### src/rtl/lamp_driver.sv
// Traffic lamp driver: follows a cyclic sequencer's lamp code, dims it with PWM,
// and latches into a flashing-yellow fault mode on illegal codes or sequence jumps.
module lamp_driver #(
  parameter int unsigned FLASH_HALF = 4
) (
  input  logic       clock,
  input  logic       reset_n,
  input  logic [0:2] light,
  input  logic       fault_clr,
  input  logic [3:0] duty,
  output logic [0:2] lamp,
  output logic       fault,
  output logic [1:0] fault_code,
  output logic [7:0] fault_cnt
);

  typedef enum logic [1:0] {
    ST_INIT  = 2'd0,
    ST_RUN   = 2'd1,
    ST_FLASH = 2'd2
  } state_t;

  localparam logic [1:0] CODE_NONE    = 2'b00;
  localparam logic [1:0] CODE_ILLEGAL = 2'b01;
  localparam logic [1:0] CODE_SEQ     = 2'b10;
  localparam logic [7:0] HALF_LAST    = 8'(FLASH_HALF - 1);

  function automatic logic code_legal(input logic [0:2] c);
    return (c == 3'b100) || (c == 3'b010) || (c == 3'b001);
  endfunction

  // Hold is always allowed; otherwise only red->green->yellow->red.
  function automatic logic step_allowed(input logic [0:2] prev, input logic [0:2] cur);
    logic ok;
    ok = (cur == prev);
    case (prev)
      3'b100:  ok = ok || (cur == 3'b010);
      3'b010:  ok = ok || (cur == 3'b001);
      3'b001:  ok = ok || (cur == 3'b100);
      default: ok = 1'b0;
    endcase
    return ok;
  endfunction

  state_t     state_r, state_s;
  logic [3:0] pwm_cnt_r;
  logic [0:2] last_code_r, last_code_s;
  logic [7:0] flash_tmr_r, flash_tmr_s;
  logic       flash_on_r, flash_on_s;
  logic [0:2] lamp_r, lamp_s;
  logic       fault_r, fault_s;
  logic [1:0] fault_code_r, fault_code_s;
  logic [7:0] fault_cnt_r, fault_cnt_s;
  logic       pwm_lit_s;
  logic [0:2] gated_s;

  assign pwm_lit_s = (duty == 4'hF) || (pwm_cnt_r < duty);
  assign gated_s   = pwm_lit_s ? light : 3'b000;

  // Next-state and next-output decode.
  always_comb begin
    state_s      = state_r;
    last_code_s  = last_code_r;
    flash_tmr_s  = flash_tmr_r;
    flash_on_s   = flash_on_r;
    lamp_s       = lamp_r;
    fault_s      = fault_r;
    fault_code_s = fault_code_r;
    fault_cnt_s  = fault_cnt_r;
    case (state_r)
      ST_INIT: begin
        if (code_legal(light)) begin
          state_s     = ST_RUN;
          last_code_s = light;
          lamp_s      = gated_s;
        end else begin
          lamp_s = 3'b000;
        end
      end
      ST_RUN: begin
        last_code_s = light;
        if (code_legal(light) && step_allowed(last_code_r, light)) begin
          lamp_s = gated_s;
        end else begin
          state_s      = ST_FLASH;
          fault_s      = 1'b1;
          fault_code_s = code_legal(light) ? CODE_SEQ : CODE_ILLEGAL;
          flash_tmr_s  = 8'd0;
          flash_on_s   = 1'b1;
          lamp_s       = 3'b001;
          fault_cnt_s  = (fault_cnt_r == 8'hFF) ? fault_cnt_r : fault_cnt_r + 8'd1;
        end
      end
      ST_FLASH: begin
        if (fault_clr) begin
          state_s      = ST_INIT;
          lamp_s       = 3'b000;
          fault_s      = 1'b0;
          fault_code_s = CODE_NONE;
          flash_tmr_s  = 8'd0;
          flash_on_s   = 1'b0;
        end else if (flash_tmr_r >= HALF_LAST) begin
          flash_tmr_s = 8'd0;
          flash_on_s  = ~flash_on_r;
          lamp_s      = {2'b00, ~flash_on_r};
        end else begin
          flash_tmr_s = flash_tmr_r + 8'd1;
          lamp_s      = {2'b00, flash_on_r};
        end
      end
      default: begin
        state_s      = ST_INIT;
        lamp_s       = 3'b000;
        fault_s      = 1'b0;
        fault_code_s = CODE_NONE;
      end
    endcase
  end

  // State and output registers.
  always_ff @(posedge clock or negedge reset_n) begin
    if (!reset_n) begin
      state_r      <= ST_INIT;
      pwm_cnt_r    <= 4'd0;
      last_code_r  <= 3'b000;
      flash_tmr_r  <= 8'd0;
      flash_on_r   <= 1'b0;
      lamp_r       <= 3'b000;
      fault_r      <= 1'b0;
      fault_code_r <= CODE_NONE;
      fault_cnt_r  <= 8'd0;
    end else begin
      state_r      <= state_s;
      pwm_cnt_r    <= pwm_cnt_r + 4'd1;
      last_code_r  <= last_code_s;
      flash_tmr_r  <= flash_tmr_s;
      flash_on_r   <= flash_on_s;
      lamp_r       <= lamp_s;
      fault_r      <= fault_s;
      fault_code_r <= fault_code_s;
      fault_cnt_r  <= fault_cnt_s;
    end
  end

  assign lamp       = lamp_r;
  assign fault      = fault_r;
  assign fault_code = fault_code_r;
  assign fault_cnt  = fault_cnt_r;

endmodule

### config.mk
export PLATFORM = sky130hd
export DESIGN_NAME = lamp_driver
export DESIGN_NICKNAME = d
export VERILOG_FILES = /design/src/rtl/lamp_driver.sv
export SDC_FILE = /design/constraint.sdc
export NUM_CORES = 1
export LEC_CHECK = 0
export CAP_MARGIN = 20
export CORE_AREA = 2 2 53 80
export DETAILED_ROUTE_END_ITERATION = 8
export DIE_AREA = 0 0 55 82
export PLACE_DENSITY = 0.74
export SLEW_MARGIN = 15
export SYNTH_ARGS = -nofsm -noshare
export SYNTH_HDL_FRONTEND = slang
export SYNTH_SLANG_ARGS = --single-unit
### constraint.sdc
create_clock -name clock -period 2.1 [get_ports clock]
set_input_delay 0.21 -clock clock [delete_from_list [all_inputs] [get_ports clock]]
set_output_delay 0.21 -clock clock [all_outputs]
set_load 0.01 [all_outputs]
### Word level (Yosys, flattened, before mapping)

Index checks and enable logic that the tools add are counted.

| storage, ports and cells | value |
|---|---|
| register bits | 32 |
| bits in latches | 0 |
| RAM bits | 0 |
| ROM bits | 0 |
| output and inout bits | 14 |
| logic and storage cells | 76 |
| memories | 0 |

| cells by class | value |
|---|---|
| $add $sub $neg | 3 |
| $mul | 0 |
| div/mod/pow operators | 0 |
| magnitude comparators | 2 |
| eq/ne operators | 15 |
| shifts and indexed selects | 0 |
| mux-type cells | 27 |
| bitwise operators | 4 |
| reductions and logical operators | 16 |

Operator list:

| operator | number |
|---|---|
| $mux W8 | 3 |
| $add A8 B1 Y8 const B | 2 |
| $pmux W8 S2 | 1 |
| $mux W3 | 4 |
| $pmux W2 S3 | 2 |
| $reduce_and A3 Y1 | 4 |
| $mux W2 | 5 |
| $pmux W3 S3 | 1 |
| $eq A8 B8 Y1 const B | 1 |
| $ge A8 B2 Y1 const B | 1 |
| $mux W1 | 7 |
| $eq A3 B1 Y1 const B | 2 |
| $eq A3 B2 Y1 const B | 2 |
| $eq A3 B3 Y1 const B | 2 |
| $logic_or A1 B1 Y1 | 6 |
| $ne A2 B2 Y1 const B | 3 |
| $pmux W1 S3 | 2 |
| $pmux W3 S2 | 1 |
| $add A4 B1 Y4 const B | 1 |
| $eq A4 B4 Y1 const B | 1 |
| $lt A4 B4 Y1 | 1 |
| $not A1 Y1 | 4 |
| $reduce_and A2 Y1 | 2 |
| $reduce_bool A2 Y1 | 2 |
| other kinds (7) | 7 |

### Logic depth before layout (Yosys ltp)

Gate-level depths: netlist of the first run.

| logic depth | value |
|---|---|
| depth in word-level cells | 7 |
| depth in mapped cells | 6 |
| mapped depth without buffers | 6 |

### Worst setup path before layout of the first run

No wires, ideal clock.

| timing | value |
|---|---|
| kind | register to register |
| start point | register flash_tmr_r[2] |
| end point | register flash_on_r |
| setup time | 0.126 ns |
| arrival time | 1.566 ns |
| required time | 1.974 ns |
| path slack | 0.408 ns |
| cell stages (with the launch flop) | 6 |
| clock period less this slack | 1.692 ns |
| cell sequence | dfrtp_1 or4_4 nor4_4 or3_1 a21oi_1 a221o_1 |

| on the way | value |
|---|---|
| cells in the longest elaborated chain, start to end | 3 |

Ends and longest elaborated chain:

| item | RTL line | source |
|---|---|---|
| from (decl) | 48 | `logic [7:0] flash_tmr_r, flash_tmr_s;` |
| from (signal assigned) | 136 | `flash_tmr_r <= flash_tmr_s;` |
| $ge A8 B2 Y1 | 102 | `end else if (flash_tmr_r >= HALF_LAST) begin` |
| $ne A3 B3 Y1 (no source line) | -- |  |
| $reduce_and A3 Y1 (no source line) | -- |  |
| to (signal assigned) | 137 | `flash_on_r <= flash_on_s;` |
| to (decl) | 49 | `logic flash_on_r, flash_on_s;` |

Every way passes these cells.
A chain may end at the register's enable or synchronous reset.

### Worst setup path after layout of the first run

Same ends and word-level chain as after synthesis.

==> flow_summary.yaml, run 1 <==
run_status:
  outcome: "completed"
floorplan:
  pin_count: 24
  die_area_um2: 4510
  die_width_um: 55
  coreArea_um2: 3850
  die_y_um: 82
  start_util_pct: 41.1
  rows: 28
clock_tree:
  postCtsSetupBuffers: 0
  cts_root_buf: "clkbuf_8"
  cts.sinks: 32
  cts_resized: 0
  cts.hold.buffers_added: 0
  cts_buffer_depth: 2
  cts_tree: "yes"
  clk_pin_slew_worst_paths_ns: 0.07
  h-tree-depth: 2
  insertion_delay_ns: 0.29
  cts_buffers: 5
setup_path:
  reg2reg_from: "flash_tmr_r[2]"
  worst-setup-path-type: "reg -> reg"
  r2r_slack_ns: 0.26
  crit_fanout: 6
  crit_required_ns: 2.27
  arrival_ns: 2.01
  worstSetupEndpointType: "register"
  r2r_cells: 5
  r2r-end: "flash_on_r"
  startpoint_type: "register"
sta:
  finalSetupViolCount: 0
  fin_crit_sh_pct: 87.7
  final_max_slew_viol_count: 0
  finalCriticalPeriod_ns: 1.84
  fmax_mhz: 543
  relSlewSlack_pct: 70.4
  grt_setup_unrepaired: "no"
  fin_skew_ns: 0.0103
  final.setup.tns_ns: 0
  hold_viol: 0
  hold_ws_ns: 0.305
  worstMarginPinSlew_ns: 0.439
pwr:
  power_leakage_uw: 0.000965
  powerDensity_nw_per_um2: 1190
  vdd.ir_drop.worst_v: 0.000943
placement:
  io_buffers: 23
  dp_cells: 223
  gp_congestion: 0.892
  post-dp-hpwl_um: 2430
yosys:
  ys_ff_latch: 32
  synth_ff_type: "dfrtp_1"
  synth_area_um2: 1580
  yosys.cell_types.count: 46
  async_reset_ff_share_pct: 100
  synth_nets: 164
  syn_inst: 148
  synth_seq_area_share_pct: 50.6
  synth-edff-count: 0
  yosys_warnings: 0
  avgSynthCellArea_um2: 10.7
drt:
  wl_um: 3250
  post_drt_wl_per_cell_um: 14.1
  vias_per_cell: 5.38
  routed-via-count: 1243
  drc: 0
  first_pass_iters: 4
  drtAntennaViolNets: 0
  drt-initial-drc-count: 28
final_layout:
  finish.utilization_pct: 53.0
  antenna_cells: 0
  layout-drive-gt1-share_pct: 15.1
  stdcell_count: 231
  final_nets: 201
  synthToLayoutAreaGrowth_pct: 28.8
global_routing:
  antenna_found_initial: 0
  grt_pass1_vias: 1307
  gr-total-overflow: 0
  grt_use_total_pct: 17.5
  grt_start_max_net_pins: 33
  grt_pass1_wl_um: 5580
min_path:
  min_path_type: "in -> async"
flow_run:
  max_cap_violations: 0
## kinds of logic (layout without fill, tap and decap cells)
group | Yosys count | count (layout) | share of synthesized area [%]
buffers and inverters | 10 | 48 | 2.45
multiplexers | 3 | 3 | 2.37
AO/OA/AOI/OAI | 27 | 27 | 11.6
flip-flops | 32 | 32 | 50.6
XOR/XNOR | 12 | 12 | 6.64
adder cells (fa/ha/maj) | 6 | 6 | 4.74
AND/OR/NAND/NOR | 58 | 58 | 21.6
## state kept, by name (all words and copies together) (netlist names)
name	flops
fault	1
fault_cnt	8
pwm_cnt_r	4
flash_on_r	1
fault_code	2
state_r	2
lamp	3
last_code_r	3
flash_tmr_r	8
## stage by stage
| stage | area, µm² | setup WS (ns) | power [µW] |
|---|---|---|---|
| 5_1_grt | 2040 | 0.179 | 2610 |
| 2_1_floorplan | 1580 | 0.408 | 1460 |
| 3_5_place_dp | 1930 | 0.0426 | 1870 |
| 6_report | 2040 | 0.257 | 2440 |
| 4_1_cts | 2040 | 0.253 | 2460 |
| 3_3_place_gp | 1930 | 0.0984 | 1820 |
## Yosys cell counts (2+ instances only)
library cell / number / share of area (%)
nor3_1: 3 / 0.95
ha_1: 6 / 4.7
a21oi_1: 4 / 1.3
and3_1: 7 / 2.8
o22ai_1: 2 / 0.79
nor2b_1: 2 / 0.79
xnor2_1: 4 / 2.2
nand3_1: 5 / 1.6
and4_1: 2 / 1.1
nor4_1: 2 / 0.79
mux2_2: 2 / 1.4
o21ai_0: 8 / 2.5
xor2_1: 8 / 4.4
nand4_1: 2 / 0.79
inv_1: 8 / 1.9
nand2_1: 12 / 2.8
nor2_1: 9 / 2.1
dfrtp_1: 32 / 51
nand2b_1: 3 / 1.2
## where the power goes
group | switching (µW) | internal, µW | leakage, µW | total (µW)
clock network | 230 | 351 | 0.0000541 | 581
logic | 418 | 473 | 0.000499 | 892
registers | 177 | 785 | 0.000411 | 963
total | 826 | 1610 | 0.000965 | 2440
## placed cells by master, fill, tap and decap left out, types with 2 or more instances in the layout
cell type / Yosys / layout
a21oi_1: 4 / 4
and3_1: 7 / 7
and4_1: 2 / 2
buf_4: 0 / 9
clkbuf_8: 0 / 5
clkdlybuf4s50_1: 0 / 23
dfrtp_1: 32 / 32
ha_1: 6 / 6
inv_1: 8 / 8
mux2_2: 2 / 2
nand2_1: 12 / 12
nand2b_1: 3 / 3
nand3_1: 5 / 5
nand4_1: 2 / 2
nor2_1: 9 / 9
nor2b_1: 2 / 2
nor3_1: 3 / 3
nor4_1: 2 / 2
o21ai_0: 8 / 8
o22ai_1: 2 / 2
xnor2_1: 4 / 4
xor2_1: 8 / 8
## critical path, cell delays in order, from the launching register on
cell	delay (ns)
dfrtp_1	0.40
or4_4	0.55
nor4_4	0.27
or3_1	0.16
a21oi_1	0.06
a221o_1	0.27
## area by class of cell
| cell class | count | area (µm²) |
|---|---|---|
| clock inverters | 3 | 42.5 |
| flip-flops and latches | 32 | 801 |
| fillers | 358 | 1810 |
| clock buffers | 5 | 68.8 |
| well taps | 45 | 56.3 |
| multi-input cells | 106 | 744 |
| inverters | 8 | 30.0 |
| repair buffers | 32 | 298 |
## worst max path at each step
stage	start	to	slack, ns
4_1_cts	flash_tmr_r[2]	flash_on_r	0.25
3_5_place_dp	light[2]	flash_on_r	0.04
2_1_floorplan	flash_tmr_r[2]	flash_on_r	0.41
3_3_place_gp	light[2]	fault_cnt[1]	0.1
6_report	flash_tmr_r[2]	flash_on_r	0.26
5_1_grt	flash_tmr_r[2]	flash_on_r	0.18
## routing by layer
layer | track usage [%] | up-vias | wire length (µm)
met5 | 0 | - | 0
met3 | 5.45 | 8 | 125
met4 | 10.7 | 0 | 76
met1 | 18.3 | 613 | 1320
met2 | 29.4 | 18 | 1730
li1 | - | 604 | -
Power figures use the tool's default switching activity.
==> run 2, diff against run 1 <==
--- a/config.mk
+++ b/config.mk
@@ -6,11 +6,10 @@
 export NUM_CORES = 1
 export LEC_CHECK = 0
 export CAP_MARGIN = 20
-export CORE_AREA = 2 2 53 80
+export CORE_AREA = 4 4 55 82
 export DETAILED_ROUTE_END_ITERATION = 8
-export DIE_AREA = 0 0 55 82
+export DIE_AREA = 0 0 59 86
 export PLACE_DENSITY = 0.74
-export SLEW_MARGIN = 15
 export SYNTH_ARGS = -nofsm -noshare
 export SYNTH_HDL_FRONTEND = slang
 export SYNTH_SLANG_ARGS = --single-unit
==> run 2 against run 1 <==
Effect of this change:
- die area rose by 13%
- final area down 0.61%
- non-clock buffer count down 2
- largest cell class unchanged
- via count barely moved
- combinational power decreased by 1%
==> flow_summary.yaml, run 2 (synthesized netlist as in run 1, its figures left out) <==
setup_path:
  r2r_cells: 5
  startpoint_type: "register"
  r2r-end: "flash_tmr_r[0]"
  crit_fanout: 11
  arrival_ns: 2.08
  r2r_slack_ns: 0.21
  crit_required_ns: 2.28
  worstSetupEndpointType: "register"
  worst-setup-path-type: "reg -> reg"
  reg2reg_from: "last_code_r[2]"
clock_tree:
  h-tree-depth: 2
  cts_root_buf: "clkbuf_8"
  clk_pin_slew_worst_paths_ns: 0.07
  postCtsSetupBuffers: 0
  cts_resized: 0
  insertion_delay_ns: 0.29
  cts_buffer_depth: 2
  cts.hold.buffers_added: 0
  cts_buffers: 5
  cts_tree: "yes"
  cts.sinks: 32
final_layout:
  final_cell_mix: "dfrtp_1 (32), clkdlybuf4s50_1 (23), nand2_1 (11)"
  final_nets: 199
  synthToLayoutAreaGrowth_pct: 28.0
  layout-drive-gt1-share_pct: 14.7
  fin_area_um2: 2030
  finish.utilization_pct: 52.6
  final_common_cell: "dfrtp_1"
  antenna_cells: 0
sta:
  relSlewSlack_pct: 66.8
  finalCriticalPeriod_ns: 1.89
  hold_viol: 0
  worst_slack_ns: 0.205
  finalSetupViolCount: 0
  final.setup.tns_ns: 0
  fmax_mhz: 528
  final_max_slew_viol_count: 0
  grt_setup_unrepaired: "no"
  worstMarginPinSlew_ns: 0.497
  fin_crit_sh_pct: 90.2
  fin_skew_ns: 0.00902
floorplan:
  die_area_um2: 5070
  coreArea_um2: 3850
  start_util_pct: 41.1
  die_y_um: 86
  rows: 28
  die_width_um: 59
  pin_count: 24
placement:
  place_area_um2: 1910
  post-dp-hpwl_um: 2410
  gp_congestion: 0.924
  post-place-ws_ns: -0.159
  io_buffers: 23
drt:
  drt-initial-drc-count: 35
  wl_um: 3220
  drc: 0
  vias_per_cell: 5.43
  drtAntennaViolNets: 0
  first_pass_iters: 4
  post_drt_wl_per_cell_um: 14.1
  routed-via-count: 1244
global_routing:
  grt_pass1_wl_um: 5980
  grt_pass1_vias: 1351
  grt_use_total_pct: 15.4
  gr-total-overflow: 0
  grt_start_max_net_pins: 33
  antenna_found_initial: 0
pwr:
  total_power_uw: 2420
  vdd.ir_drop.worst_v: 0.000852
  powerDensity_nw_per_um2: 1200
  power_leakage_uw: 0.000956
min_path:
  min_path_type: "in -> async"
flow_run:
  max_cap_violations: 0
run_status:
  outcome: "completed"
## run 2: changes by cell type in the layout (fill, tap and decap cells not counted)
cell | before | now
buf_4 | 9 | 7
nand2_1 | 12 | 11
nand2_2 | 1 | 2
## run 2: cell type report
class / instances / area (µm²)
Clock buffer: 5 / 68.8
Clock inverter: 3 / 42.5
Fill cell: 361 / 1830
Inverter: 8 / 30.0
Multi-Input combinational cell: 106 / 747
Sequential cell: 32 / 801
Tap cell: 45 / 56.3
Timing Repair Buffer: 30 / 283
## run 2: worst max path at each step
stage,from,endpoint,slack (ns),cells after the start
finish,last_code_r[2],flash_tmr_r[0],0.21,5
global route,last_code_r[2],flash_tmr_r[0],0.05,5
CTS,last_code_r[2],flash_tmr_r[0],0.09,5
detailed placement,light[0],flash_tmr_r[0],-0.16,6
global placement,light[0],flash_tmr_r[0],-0.03,6
floorplan,flash_tmr_r[2],flash_on_r,0.41,5
## run 2: power by group
group / switching, µW / total (µW) / internal, µW
sequential: 167 / 952 / 785
clock: 240 / 591 / 351
combinational: 422 / 881 / 459
total: 829 / 2420 / 1590
## run 2: worst max-delay path, stage by stage, from the launching register on
cell      delay [ns]
dfrtp_1         0.44
xnor2_1         0.21
o22ai_1         0.13
a211oi_2        0.49
nand2_2         0.24
a31o_2          0.29
## run 2: stage by stage
| step | hold slack, ns | std cells |
|---|---|---|
| 6_report | 0.323 | 229 |
| 5_1_grt | 0.358 | 229 |
| 4_1_cts | 0.340 | 229 |
| 3_5_place_dp | 0.480 | 221 |
| 3_3_place_gp | 0.458 | 221 |
| 2_1_floorplan | -0.0856 | 148 |
## run 2: routing by layer
metal  vias up  part of all wire, %  global-route usage, %
met5         -                    0                      0
met4         0                  1.6                   6.80
met3         7                  4.4                   4.97
met2        29                   52                   25.7
met1       608                   42                   17.6
li1        600                    -                      -
